## src/rtl/mips_pkg.sv

```systemverilog
// Shared definitions for the MIPS core: mul/div op codes, mul/div FSM encoding
// and the fixed result constants of the mul/div unit.
package mips_pkg;

    localparam logic [1:0] OP_MULT  = 2'd0;
    localparam logic [1:0] OP_MULTU = 2'd1;
    localparam logic [1:0] OP_DIV   = 2'd2;
    localparam logic [1:0] OP_DIVU  = 2'd3;

    typedef enum logic [1:0] {
        ST_IDLE = 2'd0,
        ST_RUN  = 2'd1,
        ST_FIX  = 2'd2
    } md_state_t;

    // LO value written for any divide by zero (HI keeps the original dividend)
    localparam logic [31:0] DIV_ZERO_LO = 32'hFFFF_FFFF;

endpackage

```

## src/rtl/muldiv_step.sv

```systemverilog
// One iteration of the mul/div datapath on a 2*WIDTH accumulator:
// shift-add multiply or restoring shift-subtract divide.
module muldiv_step #(
    parameter int WIDTH = 32
) (
    input  logic               is_div,
    input  logic [2*WIDTH-1:0] acc,
    input  logic [WIDTH-1:0]   opnd,
    output logic [2*WIDTH-1:0] acc_next
);

    logic [WIDTH:0] sum_s;
    logic [WIDTH:0] rem_sh_s;
    logic [WIDTH:0] diff_s;

    // Multiply: {partial, multiplier} shifts right with carry.
    // Divide: {remainder, dividend} shifts left, quotient bits enter at the bottom.
    always_comb begin
        sum_s    = {1'b0, acc[2*WIDTH-1:WIDTH]} + (acc[0] ? {1'b0, opnd} : {(WIDTH+1){1'b0}});
        rem_sh_s = {acc[2*WIDTH-1:WIDTH], acc[WIDTH-1]};
        diff_s   = rem_sh_s - {1'b0, opnd};
        if (is_div) begin
            if (!diff_s[WIDTH]) begin
                acc_next = {diff_s[WIDTH-1:0], acc[WIDTH-2:0], 1'b1};
            end else begin
                acc_next = {rem_sh_s[WIDTH-1:0], acc[WIDTH-2:0], 1'b0};
            end
        end else begin
            acc_next = {sum_s, acc[WIDTH-1:1]};
        end
    end

endmodule

```

## src/rtl/muldiv_unit.sv

```systemverilog
// Iterative MULT/MULTU/DIV/DIVU unit holding the architectural HI/LO registers.
// Operates on magnitudes for WIDTH steps, then applies signs in a final FIX cycle.
module muldiv_unit
    import mips_pkg::*;
#(
    parameter int WIDTH = 32,
    parameter int CNT_W = 5
) (
    input  logic             clock,
    input  logic             reset,
    input  logic             start,
    input  logic [1:0]       op,
    input  logic [WIDTH-1:0] a,
    input  logic [WIDTH-1:0] b,
    input  logic             hi_we,
    input  logic             lo_we,
    input  logic [WIDTH-1:0] wdata,
    output logic             busy,
    output logic             done,
    output logic [WIDTH-1:0] hi,
    output logic [WIDTH-1:0] lo
);

    localparam logic [CNT_W-1:0] LAST_CNT = CNT_W'(WIDTH - 1);

    md_state_t          state_r;
    logic [CNT_W-1:0]   cnt_r;
    logic [2*WIDTH-1:0] acc_r;
    logic [WIDTH-1:0]   opnd_r;
    logic [WIDTH-1:0]   a_orig_r;
    logic               is_div_r;
    logic               neg_res_r;
    logic               neg_rem_r;
    logic               dz_r;
    logic               busy_r;
    logic               done_r;
    logic [WIDTH-1:0]   hi_r;
    logic [WIDTH-1:0]   lo_r;

    logic               is_div_s;
    logic               a_neg_s;
    logic               b_neg_s;
    logic [WIDTH-1:0]   a_mag_s;
    logic [WIDTH-1:0]   b_mag_s;
    logic [2*WIDTH-1:0] acc_next_s;
    logic [2*WIDTH-1:0] prod_s;
    logic [WIDTH-1:0]   quo_s;
    logic [WIDTH-1:0]   rem_s;
    logic [WIDTH-1:0]   hi_res_s;
    logic [WIDTH-1:0]   lo_res_s;

    assign busy = busy_r;
    assign done = done_r;
    assign hi   = hi_r;
    assign lo   = lo_r;

    // Operand decode: op type and operand magnitudes for the signed ops
    always_comb begin
        is_div_s = (op == OP_DIV) || (op == OP_DIVU);
        a_neg_s  = ((op == OP_MULT) || (op == OP_DIV)) && a[WIDTH-1];
        b_neg_s  = ((op == OP_MULT) || (op == OP_DIV)) && b[WIDTH-1];
        a_mag_s  = a_neg_s ? (~a + WIDTH'(1)) : a;
        b_mag_s  = b_neg_s ? (~b + WIDTH'(1)) : b;
    end

    muldiv_step #(.WIDTH(WIDTH)) u_step (
        .is_div   (is_div_r),
        .acc      (acc_r),
        .opnd     (opnd_r),
        .acc_next (acc_next_s)
    );

    // Sign fix-up and final HI/LO selection, consumed in the FIX state
    always_comb begin
        if (neg_res_r) begin
            prod_s = ~acc_r + (2*WIDTH)'(1);
            quo_s  = ~acc_r[WIDTH-1:0] + WIDTH'(1);
        end else begin
            prod_s = acc_r;
            quo_s  = acc_r[WIDTH-1:0];
        end
        if (neg_rem_r) begin
            rem_s = ~acc_r[2*WIDTH-1:WIDTH] + WIDTH'(1);
        end else begin
            rem_s = acc_r[2*WIDTH-1:WIDTH];
        end
        if (!is_div_r) begin
            hi_res_s = prod_s[2*WIDTH-1:WIDTH];
            lo_res_s = prod_s[WIDTH-1:0];
        end else if (dz_r) begin
            hi_res_s = a_orig_r;
            lo_res_s = WIDTH'(DIV_ZERO_LO);
        end else begin
            hi_res_s = rem_s;
            lo_res_s = quo_s;
        end
    end

    // Control FSM with counter, operand latches and HI/LO registers
    always_ff @(posedge clock or posedge reset) begin
        if (reset) begin
            state_r   <= ST_IDLE;
            cnt_r     <= {CNT_W{1'b0}};
            acc_r     <= {(2*WIDTH){1'b0}};
            opnd_r    <= {WIDTH{1'b0}};
            a_orig_r  <= {WIDTH{1'b0}};
            is_div_r  <= 1'b0;
            neg_res_r <= 1'b0;
            neg_rem_r <= 1'b0;
            dz_r      <= 1'b0;
            busy_r    <= 1'b0;
            done_r    <= 1'b0;
            hi_r      <= {WIDTH{1'b0}};
            lo_r      <= {WIDTH{1'b0}};
        end else begin
            done_r <= 1'b0;
            case (state_r)
                ST_IDLE: begin
                    if (hi_we) hi_r <= wdata;
                    if (lo_we) lo_r <= wdata;
                    if (start) begin
                        // Multiplier or dividend sits in the low half; the other operand is held aside
                        acc_r     <= {{WIDTH{1'b0}}, (is_div_s ? a_mag_s : b_mag_s)};
                        opnd_r    <= is_div_s ? b_mag_s : a_mag_s;
                        a_orig_r  <= a;
                        is_div_r  <= is_div_s;
                        neg_res_r <= a_neg_s ^ b_neg_s;
                        neg_rem_r <= a_neg_s;
                        dz_r      <= is_div_s && (b == {WIDTH{1'b0}});
                        cnt_r     <= {CNT_W{1'b0}};
                        busy_r    <= 1'b1;
                        state_r   <= ST_RUN;
                    end
                end
                ST_RUN: begin
                    acc_r <= acc_next_s;
                    cnt_r <= cnt_r + CNT_W'(1);
                    if (cnt_r == LAST_CNT) state_r <= ST_FIX;
                end
                ST_FIX: begin
                    hi_r    <= hi_res_s;
                    lo_r    <= lo_res_s;
                    done_r  <= 1'b1;
                    busy_r  <= 1'b0;
                    state_r <= ST_IDLE;
                end
                default: begin
                    busy_r  <= 1'b0;
                    state_r <= ST_IDLE;
                end
            endcase
        end
    end

endmodule
```

## config.mk

```make
export PLATFORM = sky130hd
export DESIGN_NAME = muldiv_unit
export DESIGN_NICKNAME = d
export VERILOG_FILES = /design/src/rtl/mips_pkg.sv /design/src/rtl/muldiv_step.sv /design/src/rtl/muldiv_unit.sv
export SDC_FILE = /design/constraint.sdc
export NUM_CORES = 1
export LEC_CHECK = 0
export ABC_AREA = 1
export CORE_ASPECT_RATIO = 1.4
export CORE_MARGIN = 2
export CORE_UTILIZATION = 40
export CTS_CLUSTER_DIAMETER = 60
export CTS_CLUSTER_SIZE = 24
export DETAILED_ROUTE_END_ITERATION = 16
export GPL_ROUTABILITY_DRIVEN = 0
export PLACE_DENSITY = 0.71
export SLEW_MARGIN = 20
export SYNTH_ARGS = -nofsm -noshare
export SYNTH_HDL_FRONTEND = slang
export SYNTH_SLANG_ARGS = --single-unit
```

## constraint.sdc

```tcl
create_clock -name clock -period 6.8 [get_ports clock]
set_clock_uncertainty 0.1 [all_clocks]
set_input_delay 1.36 -clock clock [delete_from_list [all_inputs] [get_ports clock]]
set_output_delay 1.36 -clock clock [all_outputs]
set_load 0.05 [all_outputs]
```

==> flow_metrics.py <==
metrics = {
    "status": {
        "outcome": "complete, no violations",
    },
    "clock_tree": {
        "cts_setup_buffers": 0,
        "numCtsBuffers": 20,
        "cts.htree.levels": 1,
        "clkTransAtPathRegs_ps": 80,
        "cts.sinks": 205,
        "cts-resized-gates": 0,
        "clockBufferDepth": 3,
        "clock_latency_ps": 560,
        "root_buffer": "clkbuf_16",
        "cts_tree": "done",
        "ctsHoldBuffers": 0,
    },
    "logic_synthesis": {
        "synth_area_per_cell_um2": 5.79,
        "yosys.area_share.simple_pct": 40.7,
        "synthMuxAreaShare_pct": 0,
        "synth_edf_count": 0,
        "synth-seq-area-share_pct": 25.7,
        "synth_compound_area_share_pct": 15.0,
        "syn_nets": 3619,
        "synth_flop_cell": "dfrtp_1",
        "syn-instance-count": 3444,
        "async_flop_share_pct": 100,
        "synth_top_family_by_area": "simple AND/OR/NAND/NOR gates",
        "yosys.area_share.adder_pct": 4.59,
        "yosys_register_bits": 205,
        "yosysUniqueCellTypes": 46,
        "synthXorXnorAreaFrac_pct": 2.99,
        "yosysWarningCount": 0,
        "netlist_area_mm2": 0.0199,
    },
    "routing": {
        "viasPerCell": 5.60,
        "vias": 23376,
        "ant_nets": 0,
        "wire_per_inst_um": 19.6,
        "dr.pass1.iters": 6,
        "route.detailed.drc": 0,
        "wirelength_um": 81600,
        "drt-initial-drc-count": 2355,
    },
    "power_and_ir_drop": {
        "leakagePower_nw": 11.5,
        "fin_total_pwr_mw": 12.9,
        "powerDensity_mw_per_mm2": 565,
        "vdd_drop_max_mv": 0.320,
    },
    "placed_design": {
        "placed_cell_area_mm2": 0.0221,
        "pre_cts_slack_ps": 2430,
        "hpwl_um": 64200,
        "numPortBuffers": 168,
        "placedCellCount": 4136,
    },
    "min_path": {
        "holdPathEnd": "lo[19]$_DFFE_PP0P_",
        "whs_path_depth": 2,
        "hold_class": "reg -> reg",
        "hold_start": "lo[19]$_DFFE_PP0P_",
    },
    "critical_path": {
        "reg2reg_to": "acc_r[50]$_DFFE_PP0P_",
        "cp.arrival_ps": 4240,
        "worst_r2r_startpoint": "acc_r[31]$_DFFE_PP0P_",
        "reg2regPathDepth": 18,
        "rrSetupSlack_ps": 3360,
        "startpoint_type": "primary input",
        "path_class": "in -> reg",
        "worstPathRequired_ps": 7150,
        "critPathMaxFanout": 40,
        "critPathCaptureType": "flop",
    },
    "sta": {
        "slew_headroom_pct": 23.2,
        "holdWs_ps": 393,
        "worst_slew_pin_slew_ps": 1140,
        "tns_ps": 0,
        "finalHoldViolCount": 0,
        "rsz0062_at_grt": "no",
        "period_share_pct": 57.2,
        "fin_ws_ps": 2910,
        "setup_violations": 0,
        "finalMaxSlewViolations": 0,
        "min_period_ps": 3890,
        "fmax_ghz": 0.257,
    },
    "global_route": {
        "grt_max_degree": 117,
        "track_usage_pct": 30.7,
        "grt-ovfl-total": 0,
        "grt_pass1_wl_um": 121000,
        "antenna_found_initial": 2,
        "first_global_vias": 21302,
    },
    "final_layout": {
        "drive_gt1_share_pct": 2.97,
        "final_cells": 4172,
        "fillers": 5285,
        "fin_nets": 3696,
        "fin_area_mm2": 0.0228,
        "diodes": 0,
        "seq_area_mm2": 0.00513,
        "post-route-util_pct": 46.5,
        "multi_input_area_mm2": 0.0127,
        "area_growth_pct": 14.6,
    },
    "floorplan": {
        "die_area_mm2": 0.0517,
        "io_pins": 169,
        "die_w_um": 193,
        "start_util_pct": 40.6,
        "dieHeight_um": 268,
        "rows": 96,
        "coreArea_mm2": 0.0491,
    },
    "job": {
        "drv_cap": 0,
    },
}
-- layer usage --
metal  vias up  global-route usage, %  wire length, µm  part of all wire (%)
met5         -                      0                8                0.0098
li1      11172                      -                -                     -
met2      1248                   50.2            37200                    46
met3       396                   4.36             6320                   7.7
met1     10558                   34.2            29000                    36
met4         2                   28.8             9110                    11
-- cells in the mapped netlist, types with 8 or more instances --
cell      instances  share of area, %
a21oi_1         253               6.3
a22oi_1           8              0.30
a31oi_1          13              0.41
and2_1            9              0.28
buf_1            20              0.38
buf_2             9              0.23
clkbuf_1        101               1.9
dfrtp_1         205                26
ha_1             70               4.4
inv_1           432               8.1
nand2_1        1117                21
nand2_2          13              0.41
nand3_1         329               8.3
nand3b_1         17              0.64
nand4_1          27              0.85
nor2_1          415               7.8
nor3_1           26              0.65
o211ai_1         30               1.1
o21ai_0         203               5.1
o21bai_1          9              0.34
o221ai_1         10              0.44
or2_2             9              0.28
xnor2_1           8              0.35
xor2_1           60               2.6
-- where the power goes --
part / total (mW) / internal, mW / switching (mW)
Combinational: 8.77 / 2.86 / 5.91
Sequential: 2.84 / 1.82 / 1.01
Clock: 1.29 / 0.649 / 0.644
-- critical path, stage by stage --
cell and delay [ps]:
clkdlybuf4s50_1 460, buf_4 380, inv_1 560, nor2_1 770
inv_1 380, o221ai_1 290
-- layout by cell type (no fill, tap or decap), types with 3 or more instances in the layout --
cell / instances
a21o_1: 4
a21oi_1: 253
a22oi_1: 8
a31oi_1: 13
and2_1: 9
buf_4: 20
clkbuf_16: 20
clkdlybuf4s50_1: 168
clkinv_8: 4
dfrtp_1: 203
ha_1: 70
inv_1: 431
inv_16: 4
inv_2: 7
nand2_1: 1117
nand2_2: 13
nand3_1: 328
nand3b_1: 17
nand4_1: 27
nor2_1: 411
nor2_2: 3
nor2_4: 6
nor3_1: 26
o211ai_1: 30
o21ai_0: 202
o21bai_1: 9
o221ai_1: 10
o22ai_1: 4
o31ai_1: 7
or2_2: 9
xnor2_1: 8
xor2_1: 60
-- sequential cells by signal, indices dropped and copies added, names as in the netlist --
| register | cells |
|---|---|
| acc_r | 64 |
| a_orig_r | 32 |
| hi | 32 |
| lo | 32 |
| opnd_r | 32 |
| cnt_r | 5 |
| state_r | 2 |
| busy | 1 |
| done | 1 |
| dz_r | 1 |
| is_div_r | 1 |
| neg_rem_r | 1 |
| neg_res_r | 1 |
-- final cells by class --
class / count / share of cell area [%]
Multi-Input combinational cell: 2664 / 55.4
Sequential cell: 205 / 22.5
Timing Repair Buffer: 189 / 8.11
Inverter: 441 / 7.26
Tap cell: 637 / 3.49
Clock buffer: 21 / 2.25
Clock inverter: 15 / 1.04
-- kinds of logic (layout without fill, tap and decap cells) --
logic type               Yosys count  count (layout)
adder cells (fa/ha/maj)           72              72
flip-flops                       205             205
XOR/XNOR                          68              68
buffers and inverters            575             666
AO/OA/AOI/OAI                    550             550
AND/OR/NAND/NOR                 1974            1974
-- worst max-delay path by stage --
stage | start | end
detailed placement | op[1] | opnd_r[21]$_DFFE_PP0P_
CTS | op[1] | opnd_r[21]$_DFFE_PP0P_
global route | op[1] | opnd_r[15]$_DFFE_PP0P_
floorplan | reset | a_orig_r[0]$_DFFE_PP0P_
finish | op[1] | opnd_r[21]$_DFFE_PP0P_
global placement | op[1] | opnd_r[0]$_DFFE_PP0P_
Note: power is estimated with default switching activity, not from simulation.
